===== src/rtl/fdp_pkg.sv =====
// Shared types for the fetch/decode pipeline: opcodes, ALU/immediate/result
// selectors and the decode bundle handed to execute.
package fdp_pkg;

  localparam int XLEN    = 32;
  localparam int REG_W   = 5;

  localparam logic [6:0] OPC_OP     = 7'b0110011;
  localparam logic [6:0] OPC_OP_IMM = 7'b0010011;
  localparam logic [6:0] OPC_LOAD   = 7'b0000011;
  localparam logic [6:0] OPC_STORE  = 7'b0100011;
  localparam logic [6:0] OPC_BRANCH = 7'b1100011;
  localparam logic [6:0] OPC_JAL    = 7'b1101111;
  localparam logic [6:0] OPC_JALR   = 7'b1100111;
  localparam logic [6:0] OPC_LUI    = 7'b0110111;
  localparam logic [6:0] OPC_AUIPC  = 7'b0010111;

  typedef enum logic [3:0] {
    ALU_ADD, ALU_SUB, ALU_AND, ALU_OR, ALU_XOR, ALU_SLL,
    ALU_SRL, ALU_SRA, ALU_SLT, ALU_SLTU, ALU_PASSB
  } alu_ctrl_t;

  typedef enum logic [2:0] {IMM_I, IMM_S, IMM_B, IMM_U, IMM_J} imm_src_t;

  typedef enum logic [1:0] {RES_ALU, RES_MEM, RES_PC4} result_src_t;

  typedef struct packed {
    logic [REG_W-1:0] rs1;
    logic [REG_W-1:0] rs2;
    logic [REG_W-1:0] rd;
    logic [XLEN-1:0]  imm;
    logic             reg_write;
    logic             alu_src;
    logic             mem_write;
    logic             branch;
    logic             jump;
    alu_ctrl_t        alu_ctrl;
    result_src_t      result_src;
    logic [2:0]       funct3;
    logic             illegal;
  } dec_bundle_t;

  // alt selects SUB for funct3=000 and SRA for funct3=101.
  function automatic alu_ctrl_t alu_from_funct3(input logic [2:0] f3, input logic alt);
    case (f3)
      3'b000:  return alt ? ALU_SUB : ALU_ADD;
      3'b001:  return ALU_SLL;
      3'b010:  return ALU_SLT;
      3'b011:  return ALU_SLTU;
      3'b100:  return ALU_XOR;
      3'b101:  return alt ? ALU_SRA : ALU_SRL;
      3'b110:  return ALU_OR;
      default: return ALU_AND;
    endcase
  endfunction

endpackage


===== src/rtl/fetch_decode_pipe_if.sv =====
// Fetch/decode bus: ROM port, redirect input, decode bundle with valid/ready.
// Handshake: a bundle transfers on dec_valid & dec_ready; while dec_valid & !dec_ready every dec output holds.
interface fetch_decode_pipe_if #(
  parameter int DATA_WIDTH    = 32,
  parameter int ADDRESS_WIDTH = 5
) ();
  logic [DATA_WIDTH-1:0]    imem_addr;
  logic [DATA_WIDTH-1:0]    imem_rdata;
  logic                     redirect_valid;
  logic [DATA_WIDTH-1:0]    redirect_pc;
  logic                     dec_valid;
  logic                     dec_ready;
  logic [DATA_WIDTH-1:0]    dec_pc;
  logic [ADDRESS_WIDTH-1:0] rs1;
  logic [ADDRESS_WIDTH-1:0] rs2;
  logic [ADDRESS_WIDTH-1:0] rd;
  logic [DATA_WIDTH-1:0]    imm_op;
  logic                     reg_write;
  logic                     alu_src;
  logic                     mem_write;
  logic                     branch;
  logic                     jump;
  logic [3:0]               alu_ctrl;
  logic [1:0]               result_src;
  logic [2:0]               funct3;
  logic                     illegal;
  logic [DATA_WIDTH-1:0]    dbg_pc_f;
  logic                     dbg_hold_valid;

  modport master (
    output imem_addr, dec_valid, dec_pc, rs1, rs2, rd, imm_op, reg_write, alu_src,
           mem_write, branch, jump, alu_ctrl, result_src, funct3, illegal,
           dbg_pc_f, dbg_hold_valid,
    input  imem_rdata, redirect_valid, redirect_pc, dec_ready
  );

  modport slave (
    input  imem_addr, dec_valid, dec_pc, rs1, rs2, rd, imm_op, reg_write, alu_src,
           mem_write, branch, jump, alu_ctrl, result_src, funct3, illegal,
           dbg_pc_f, dbg_hold_valid,
    output imem_rdata, redirect_valid, redirect_pc, dec_ready
  );
endinterface


===== src/rtl/fetch_decode_pipe_imm_extend.sv =====
// Immediate generator: builds the sign-extended RV32I immediate from instr[31:7].
module imm_extend
  import fdp_pkg::*;
(
  input  logic [24:0]     instr_hi,
  input  imm_src_t        imm_src,
  output logic [XLEN-1:0] imm_op
);
  // instr_hi[k] corresponds to instruction bit k+7.
  always_comb begin
    imm_op = '0;
    case (imm_src)
      IMM_I: imm_op = {{20{instr_hi[24]}}, instr_hi[24:13]};
      IMM_S: imm_op = {{20{instr_hi[24]}}, instr_hi[24:18], instr_hi[4:0]};
      IMM_B: imm_op = {{19{instr_hi[24]}}, instr_hi[24], instr_hi[0],
                       instr_hi[23:18], instr_hi[4:1], 1'b0};
      IMM_U: imm_op = {instr_hi[24:5], 12'b0};
      IMM_J: imm_op = {{11{instr_hi[24]}}, instr_hi[24], instr_hi[12:5],
                       instr_hi[13], instr_hi[23:14], 1'b0};
      default: imm_op = '0;
    endcase
  end
endmodule


===== src/rtl/fetch_decode_pipe.sv =====
// PC owner, fetch->decode register with skid hold for stalls, and RV32I decoder.
module fetch_decode_pipe
  import fdp_pkg::*;
#(
  parameter int          ADDRESS_WIDTH = 5,
  parameter int          DATA_WIDTH    = 32,
  parameter logic [31:0] RESET_PC      = 32'h0000_0000
) (
  input logic                clk,
  input logic                rst,
  fetch_decode_pipe_if.master bus
);
  if (DATA_WIDTH != 32 || ADDRESS_WIDTH != 5) begin : g_width_check
    $error("fetch_decode_pipe supports only DATA_WIDTH=32, ADDRESS_WIDTH=5");
  end

  logic [31:0] pc_f_q, pc_f_d, pc_d_q, pc_d_d, hold_q, hold_d;
  logic        valid_d_q, valid_d_d, hold_valid_q, hold_valid_d;
  logic        advance;
  logic [31:0] instr_d, imm_raw;
  imm_src_t    imm_src;
  dec_bundle_t ctl, dec;

  assign advance       = !valid_d_q || bus.dec_ready;
  assign bus.imem_addr = bus.redirect_valid ? bus.redirect_pc : pc_f_q;
  assign instr_d       = hold_valid_q ? hold_q : bus.imem_rdata;

  always_comb begin
    pc_f_d       = pc_f_q;
    pc_d_d       = pc_d_q;
    valid_d_d    = valid_d_q;
    hold_valid_d = hold_valid_q;
    hold_d       = hold_q;
    if (bus.redirect_valid) begin
      pc_f_d       = bus.redirect_pc + 32'd4;
      pc_d_d       = bus.redirect_pc;
      valid_d_d    = 1'b1;
      hold_valid_d = 1'b0;
    end else if (advance) begin
      pc_f_d       = pc_f_q + 32'd4;
      pc_d_d       = pc_f_q;
      valid_d_d    = 1'b1;
      hold_valid_d = 1'b0;
    end else if (!hold_valid_q) begin
      // ROM has already moved on to pc_f; keep the stalled instruction.
      hold_d       = bus.imem_rdata;
      hold_valid_d = 1'b1;
    end
  end

  always_ff @(posedge clk or posedge rst) begin
    if (rst) begin
      pc_f_q       <= RESET_PC;
      pc_d_q       <= '0;
      valid_d_q    <= 1'b0;
      hold_valid_q <= 1'b0;
      hold_q       <= '0;
    end else begin
      pc_f_q       <= pc_f_d;
      pc_d_q       <= pc_d_d;
      valid_d_q    <= valid_d_d;
      hold_valid_q <= hold_valid_d;
      hold_q       <= hold_d;
    end
  end

  imm_extend u_imm_extend (
    .instr_hi (instr_d[31:7]),
    .imm_src  (imm_src),
    .imm_op   (imm_raw)
  );

  always_comb begin
    ctl        = '0;
    imm_src    = IMM_I;
    ctl.rs1    = instr_d[19:15];
    ctl.rs2    = instr_d[24:20];
    ctl.rd     = instr_d[11:7];
    ctl.funct3 = instr_d[14:12];
    ctl.alu_ctrl   = ALU_ADD;
    ctl.result_src = RES_ALU;
    case (instr_d[6:0])
      OPC_OP: begin
        ctl.reg_write = 1'b1;
        ctl.alu_ctrl  = alu_from_funct3(instr_d[14:12], instr_d[30]);
        ctl.illegal   = !(instr_d[31:25] == 7'h00 || instr_d[31:25] == 7'h20) ||
                        (instr_d[31:25] == 7'h20 &&
                         !(instr_d[14:12] == 3'b000 || instr_d[14:12] == 3'b101));
      end
      OPC_OP_IMM: begin
        ctl.reg_write = 1'b1;
        ctl.alu_src   = 1'b1;
        ctl.alu_ctrl  = alu_from_funct3(instr_d[14:12],
                                        instr_d[14:12] == 3'b101 && instr_d[30]);
      end
      OPC_LOAD: begin
        ctl.reg_write  = 1'b1;
        ctl.alu_src    = 1'b1;
        ctl.result_src = RES_MEM;
      end
      OPC_STORE: begin
        ctl.mem_write = 1'b1;
        ctl.alu_src   = 1'b1;
        imm_src       = IMM_S;
      end
      OPC_BRANCH: begin
        ctl.branch   = 1'b1;
        ctl.alu_ctrl = ALU_SUB;
        ctl.illegal  = instr_d[14:13] == 2'b01;
        imm_src      = IMM_B;
      end
      OPC_JAL: begin
        ctl.reg_write  = 1'b1;
        ctl.jump       = 1'b1;
        ctl.result_src = RES_PC4;
        imm_src        = IMM_J;
      end
      OPC_JALR: begin
        ctl.reg_write  = 1'b1;
        ctl.jump       = 1'b1;
        ctl.alu_src    = 1'b1;
        ctl.result_src = RES_PC4;
      end
      OPC_LUI: begin
        ctl.reg_write = 1'b1;
        ctl.alu_src   = 1'b1;
        ctl.alu_ctrl  = ALU_PASSB;
        imm_src       = IMM_U;
      end
      OPC_AUIPC: begin
        ctl.reg_write = 1'b1;
        ctl.alu_src   = 1'b1;
        imm_src       = IMM_U;
      end
      default: ctl.illegal = 1'b1;
    endcase
    if (instr_d[6:0] == OPC_STORE || instr_d[6:0] == OPC_BRANCH) ctl.rd = '0;
    if (ctl.illegal) begin
      ctl.reg_write = 1'b0;
      ctl.mem_write = 1'b0;
      ctl.branch    = 1'b0;
      ctl.jump      = 1'b0;
    end
    ctl.imm = imm_raw;
    dec     = valid_d_q ? ctl : '0;
  end

  assign bus.dec_valid      = valid_d_q;
  assign bus.dec_pc         = valid_d_q ? pc_d_q : '0;
  assign bus.rs1            = dec.rs1;
  assign bus.rs2            = dec.rs2;
  assign bus.rd             = dec.rd;
  assign bus.imm_op         = dec.imm;
  assign bus.reg_write      = dec.reg_write;
  assign bus.alu_src        = dec.alu_src;
  assign bus.mem_write      = dec.mem_write;
  assign bus.branch         = dec.branch;
  assign bus.jump           = dec.jump;
  assign bus.alu_ctrl       = dec.alu_ctrl;
  assign bus.result_src     = dec.result_src;
  assign bus.funct3         = dec.funct3;
  assign bus.illegal        = dec.illegal;
  assign bus.dbg_pc_f       = pc_f_q;
  assign bus.dbg_hold_valid = hold_valid_q;
endmodule


===== src/flat_wrapper.sv =====
// flat-port wrapper written by rule: the top's interface ports become plain ports
module fetch_decode_pipe_flat import fdp_pkg::*;
#(
  parameter int          ADDRESS_WIDTH = 5,
  parameter int          DATA_WIDTH    = 32,
  parameter logic [31:0] RESET_PC      = 32'h0000_0000
)
  (clk, rst, bus_imem_addr, bus_dec_valid, bus_dec_pc, bus_rs1, bus_rs2, bus_rd, bus_imm_op, bus_reg_write, bus_alu_src, bus_mem_write, bus_branch, bus_jump, bus_alu_ctrl, bus_result_src, bus_funct3, bus_illegal, bus_dbg_pc_f, bus_dbg_hold_valid, bus_imem_rdata, bus_redirect_valid, bus_redirect_pc, bus_dec_ready);
  fetch_decode_pipe_if #(.DATA_WIDTH(DATA_WIDTH), .ADDRESS_WIDTH(ADDRESS_WIDTH)) bus_i ();
  input logic clk;
  input logic rst;
  output wire logic [$bits(bus_i.imem_addr)-1:0] bus_imem_addr;
  output wire logic [$bits(bus_i.dec_valid)-1:0] bus_dec_valid;
  output wire logic [$bits(bus_i.dec_pc)-1:0] bus_dec_pc;
  output wire logic [$bits(bus_i.rs1)-1:0] bus_rs1;
  output wire logic [$bits(bus_i.rs2)-1:0] bus_rs2;
  output wire logic [$bits(bus_i.rd)-1:0] bus_rd;
  output wire logic [$bits(bus_i.imm_op)-1:0] bus_imm_op;
  output wire logic [$bits(bus_i.reg_write)-1:0] bus_reg_write;
  output wire logic [$bits(bus_i.alu_src)-1:0] bus_alu_src;
  output wire logic [$bits(bus_i.mem_write)-1:0] bus_mem_write;
  output wire logic [$bits(bus_i.branch)-1:0] bus_branch;
  output wire logic [$bits(bus_i.jump)-1:0] bus_jump;
  output wire logic [$bits(bus_i.alu_ctrl)-1:0] bus_alu_ctrl;
  output wire logic [$bits(bus_i.result_src)-1:0] bus_result_src;
  output wire logic [$bits(bus_i.funct3)-1:0] bus_funct3;
  output wire logic [$bits(bus_i.illegal)-1:0] bus_illegal;
  output wire logic [$bits(bus_i.dbg_pc_f)-1:0] bus_dbg_pc_f;
  output wire logic [$bits(bus_i.dbg_hold_valid)-1:0] bus_dbg_hold_valid;
  input wire logic [$bits(bus_i.imem_rdata)-1:0] bus_imem_rdata;
  input wire logic [$bits(bus_i.redirect_valid)-1:0] bus_redirect_valid;
  input wire logic [$bits(bus_i.redirect_pc)-1:0] bus_redirect_pc;
  input wire logic [$bits(bus_i.dec_ready)-1:0] bus_dec_ready;
  assign bus_imem_addr = bus_i.imem_addr;
  assign bus_dec_valid = bus_i.dec_valid;
  assign bus_dec_pc = bus_i.dec_pc;
  assign bus_rs1 = bus_i.rs1;
  assign bus_rs2 = bus_i.rs2;
  assign bus_rd = bus_i.rd;
  assign bus_imm_op = bus_i.imm_op;
  assign bus_reg_write = bus_i.reg_write;
  assign bus_alu_src = bus_i.alu_src;
  assign bus_mem_write = bus_i.mem_write;
  assign bus_branch = bus_i.branch;
  assign bus_jump = bus_i.jump;
  assign bus_alu_ctrl = bus_i.alu_ctrl;
  assign bus_result_src = bus_i.result_src;
  assign bus_funct3 = bus_i.funct3;
  assign bus_illegal = bus_i.illegal;
  assign bus_dbg_pc_f = bus_i.dbg_pc_f;
  assign bus_dbg_hold_valid = bus_i.dbg_hold_valid;
  assign bus_i.imem_rdata = bus_imem_rdata;
  assign bus_i.redirect_valid = bus_redirect_valid;
  assign bus_i.redirect_pc = bus_redirect_pc;
  assign bus_i.dec_ready = bus_dec_ready;
  fetch_decode_pipe #(.ADDRESS_WIDTH(ADDRESS_WIDTH), .DATA_WIDTH(DATA_WIDTH), .RESET_PC(RESET_PC)) u_core (.clk(clk), .rst(rst), .bus(bus_i));
endmodule

===== config.mk =====
export PLATFORM = sky130hd
export DESIGN_NAME = fetch_decode_pipe_flat
export DESIGN_NICKNAME = d
export VERILOG_FILES = /design/src/rtl/fdp_pkg.sv /design/src/rtl/fetch_decode_pipe_if.sv /design/src/rtl/fetch_decode_pipe_imm_extend.sv /design/src/rtl/fetch_decode_pipe.sv /design/src/flat_wrapper.sv
export SDC_FILE = /design/constraint.sdc
export NUM_CORES = 1
export LEC_CHECK = 0
export CAP_MARGIN = 20
export CORE_UTILIZATION = 40
export CTS_CLUSTER_DIAMETER = 30
export CTS_CLUSTER_SIZE = 16
export DETAILED_ROUTE_END_ITERATION = 10
export PLACE_DENSITY = 0.72
export SLEW_MARGIN = 20
export SYNTH_ARGS = -nofsm -noshare
export SYNTH_HDL_FRONTEND = slang
export SYNTH_HIERARCHICAL = 1
export SYNTH_SLANG_ARGS = --single-unit

===== constraint.sdc =====
create_clock -name clk -period 3.46 [get_ports clk]
set_input_delay 0.692 -clock clk [delete_from_list [all_inputs] [get_ports clk]]
set_output_delay 0.692 -clock clk [all_outputs]
set_load 0.02 [all_outputs]

# After elaboration in Yosys (flattened, before gate mapping)
# Cells that the tools add are included.
dict set report op_classes {
  add_sub_neg 2
  n_eq_ne 21
  muxes 31
  n_bitwise 2
  reduce_logical 20
}
# operator n
set ops {}
lappend ops {{$mux W32} 7}
lappend ops {{$pmux W32 S5} 1}
lappend ops {{$add A32 B3 Y32 const B} 2}
lappend ops {{$mux W62} 1}
lappend ops {{$pmux W4 S7} 2}
lappend ops {{$eq A7 B6 Y1 const B} 4}
lappend ops {{$eq A7 B7 Y1 const B} 3}
lappend ops {{$pmux W4 S4} 1}
lappend ops {{$eq A7 B5 Y1 const B} 2}
lappend ops {{$mux W1} 14}
lappend ops {{$reduce_or A7 Y1} 2}
lappend ops {{$eq A3 B2 Y1 const B} 4}
lappend ops {{$eq A3 B3 Y1 const B} 4}
lappend ops {{$pmux W3 S4} 1}
lappend ops {{$eq A7 B2 Y1 const B} 1}
lappend ops {{$logic_not A7 Y1} 1}
lappend ops {{$eq A3 B1 Y1 const B} 2}
lappend ops {{$logic_not A3 Y1} 2}
lappend ops {{$reduce_or A6 Y1} 1}
lappend ops {{$logic_or A1 B1 Y1} 5}
lappend ops {{$mux W5} 1}
lappend ops {{$pmux W2 S2} 1}
lappend ops {{$reduce_or A2 Y1} 2}
lappend ops {{$logic_not A1 Y1} 3}
lappend ops {{other kinds (7)} 9}
dict set report word_totals {
  reg_bits 98
  input_bits 68
  output_inout_bits 160
}

# Depth between registers and ports, before layout
dict set report logic_depth {
  word_depth 9
  mapped_depth 13
  ltp_nobuf 9
}

# Hierarchy
# The synthesis kept the hierarchy.
# mod n_inst cells_per_inst area_per_inst_um2 seq_area_each_um2
set modules_own_cells {}
lappend modules_own_cells {fetch_decode_pipe 1 721 6227.2 2452.4}
lappend modules_own_cells {imm_extend 1 94 540.5 0.0}

# Worst setup path after synthesis
# No wires, ideal clock.
dict set report synth_timing {
  path_kind {input-to-output}
  from {input bus_imem_rdata[3]}
  to {output bus_imm_op[20]}
  arrival_ns 2.685
  t_required_ns 2.768
  setup_slack_ns 0.083
  cell_stages 11
  cell_sequence {or3_1 > a22oi_1 > nand2_1 > or2_2 > nand2_1 > buf_6 > maj3_2 > nand2b_4 > buf_6 > nand2_1 > and2_1}
}
# item line_no
set synth_rtl {}
lappend synth_rtl {{from (decl)} flat_wrapper.sv:30} ;# input wire logic [$bits(bus_i.imem_rdata)-1:0] bus_imem_rdata;
lappend synth_rtl {{to (decl)} flat_wrapper.sv:18} ;# output wire logic [$bits(bus_i.imm_op)-1:0] bus_imm_op;

==> reports/qor.csv <==
metric,value,unit
antenna violations before repair,0,
first-pass GRT wire length,34400,um
Inserted Clock Buffers,9,
CTS Sinks,98,
count of non-filler cells in the finished layout,1317,
Pwr Density,389,nW/um^2
Die Y,132,um
Ant. Diodes,0,
core area,16500,sq um
clk buf depth,2,
setup TNS,-0.0819,ns
# rows,47,
total power,4.01,mW
Crit Path Max Fanout,8,
htree depth,3,
startpoint types,primary input,
number of nets with antenna violations after routing,0,
largest stage delay on the critical path,0.39,ns
synth warn,6,
worst setup margin,-0.0397,ns
synthesized flop and latch total,98,
DR vias/cell,5.24,
Crit Path Category,in -> out,
vias,6907,
sequential cell area fraction in the yosys report,36.2,%
fraction of registers with async set/reset,100,%
Clock Skews,0.0146,ns
grt ovf,0,
number of port buffers,227,
top cell type's share of synthesized area,36.2,%
CP Cell Sequence,clkdlybuf4s15_1 -> or3_4 -> a22oi_2 -> nand2_1 -> or2_4 -> nand2_4 -> and2_4 -> buf_8 -> a21oi_1 -> o22ai_1 -> and2_1 -> buf_6,
largest cells by area after synthesis,"dfrtp_1 36%, and2_1 6.1%, mux2i_1 5.8%, nand2_1 5.7%, nor2_1 5.4%",
Met2 Wirelength,10200,um
Clock Latency Late Sink,0.35,ns
most frequent cells after synthesis,"102 x nand2_1, 98 x dfrtp_1, 97 x nor2_1",
fin crit period,3.50,ns
GR Util All Layers,24.7,%
max_slew headroom,57.9,%
metal3 WL,1770,um
clock root buffer,clkbuf_16,
Placer Congestion,0.918,
Leak,4.54,nW
Inst Count DP,1286,
area of the die,17400,sq um
"Setup violations, final",3,
clock-pin slew on the worst setup and hold paths,0.07,ns
Top Layer Used,met4,
ys flop type,dfrtp_1,
setup slack at placement,-0.977,ns
CTS tree,yes,
Post-Syn Area,6770,sq um
fill count,1406,
final worst path period share,101,%
failing checks,negative setup slack,
"count leader, synth",nand2_1,
CP bufs+invs,3,
Yosys top cell by area,dfrtp_1,
area occupied by multi-input gates,4090,sq um
WL final,21800,um
syn_nets,884,
final number of hold-violating endpoints,0,
Iter 0 DRT Violations,405,
number of remaining DRC errors,0,
"Distinct cells, synth",75,
largest net degree at the start of global routing,99,
Worst IR Drop VDD,0.231,mV
cell count after synthesis,815,
layout cell share with drive strength beyond 1,23.3,%
nets@finish,1161,
Worst EP arrival,2.81,ns
"Avg Cell Area, Syn",8.30,sq um
fmax,0.286,GHz
vias in the first global route,6563,
IO Count,228,
Worst EP required,2.77,ns
Least-Margin Pin Slew,0.631,ns
slowest CP cell,or3_4,
M1 wire length,9500,um
max-cap violations,0,
FF/Latch Area,2450,sq um
final core occ,62.4,%
die width,132,um
dpl hpwl,15500,um
outcome,finished with violations,
Hold Path Class,reg -> reg,
number of synthesized flops with an enable pin,0,
Slew Limit Fails,0,
initial core utilization,41.0,%
Crit path max-delay family,simple AND/OR/NAND/NOR gates,
first drt pass iteration count,4,
WL per Instance,16.5,um
unrepaired setup endpoints after global routing,true,
Layout area overhead,52.4,%
crit end category,output port,
[kinds of logic (layout without fill, tap and decap cells)]
family	Yosys count	in the layout	share of synthesized area (%)
simple gates	371	372	28.6
compound gates	153	153	14.6
buf+inv	103	384	6.88
flops	98	98	36.2
mux	72	72	11.4
xor+xnor	15	15	1.94
fa+ha+maj	2	2	0.351
other cells	1	1	0.0554
[state kept, by name, summed over array words and instances, names as in the netlist]
| name | flops |
|---|---|
| u_core/hold_q | 32 |
| u_core/bus.dbg_pc_f | 32 |
| u_core/bus.dec_valid | 1 |
| u_core/bus.dbg_hold_valid | 1 |
| u_core/pc_d_q | 32 |
[routing by layer]
layer | GRT usage, % | up-vias
met4 | 8.14 | 0
met5 | 0 | -
li1 | - | 3342
met2 | 39.0 | 285
met3 | 5.92 | 23
met1 | 33.2 | 3257
[repair_timing]
item / CTS / global route
setup endpoints to repair: 48 / 45
cloned: 2 / 0
buffers inserted: 12 / 2
pin swaps: 16 / 29
hold buffers: 0 / 0
resized for setup: 195 / 99
[worst paths after layout]
path                                         from                      end  slack, ns  depth (start not counted)
max                             bus_imem_rdata[3]           bus_imm_op[13]      -0.04                         12
min                             u_core/hold_q[10]        u_core/hold_q[10]       0.49                          2
max reg2reg                u_core/bus.dbg_pc_f[2]  u_core/bus.dbg_pc_f[24]       1.08                          6
min reg2reg                     u_core/hold_q[10]        u_core/hold_q[10]       0.49                          2
max in group asynchronous                     rst   u_core/bus.dbg_pc_f[8]       2.21                          3
min in group asynchronous                     rst        u_core/pc_d_q[29]       0.82                          3
[tightest hold or removal path: cells and delay by family (launching register included)]
| kind | cells | cell delay [ns] |
|---|---|---|
| flops | 1 | 0.34 |
| compound gates | 1 | 0.06 |
| simple gates | 1 | 0.04 |
[report_power, final]
group | total, mW | switching, mW | internal, mW
sequential | 1.48 | 0.152 | 1.33
combinational | 1.51 | 0.789 | 0.725
clock | 1.02 | 0.451 | 0.566
total | 4.01 | 1.39 | 2.62
[cell usage in the layout (no fill, tap or decap), types with 15 or more instances in the layout]
cell type and count:
buf_4 83, and2_1 58, mux2i_1 38, nand2_1 95, clkdlybuf4s50_1 174, inv_1 44
buf_6 34, a21oi_1 53, o21ai_0 27, mux2_2 30, dfrtp_1 96, o31ai_1 15
nor2_1 93
[cell type report]
type	count	share of cell area [%]
multi-input combinational	615	39.6
timing repair buffer	318	29.2
sequential	98	23.8
tap	220	2.67
clock buffer	11	2.26
inverter	50	1.84
clock inverter	5	0.606
[through the flow]
step | cell area (sq um) | hold slack [ns]
global route | 10300 | 0.521
floorplan | 6770 | 0.450
global placement | 9670 | 0.462
finish | 10300 | 0.485
detailed placement | 9670 | 0.472
CTS | 10000 | 0.489
(Power assumes the default switching activity.)
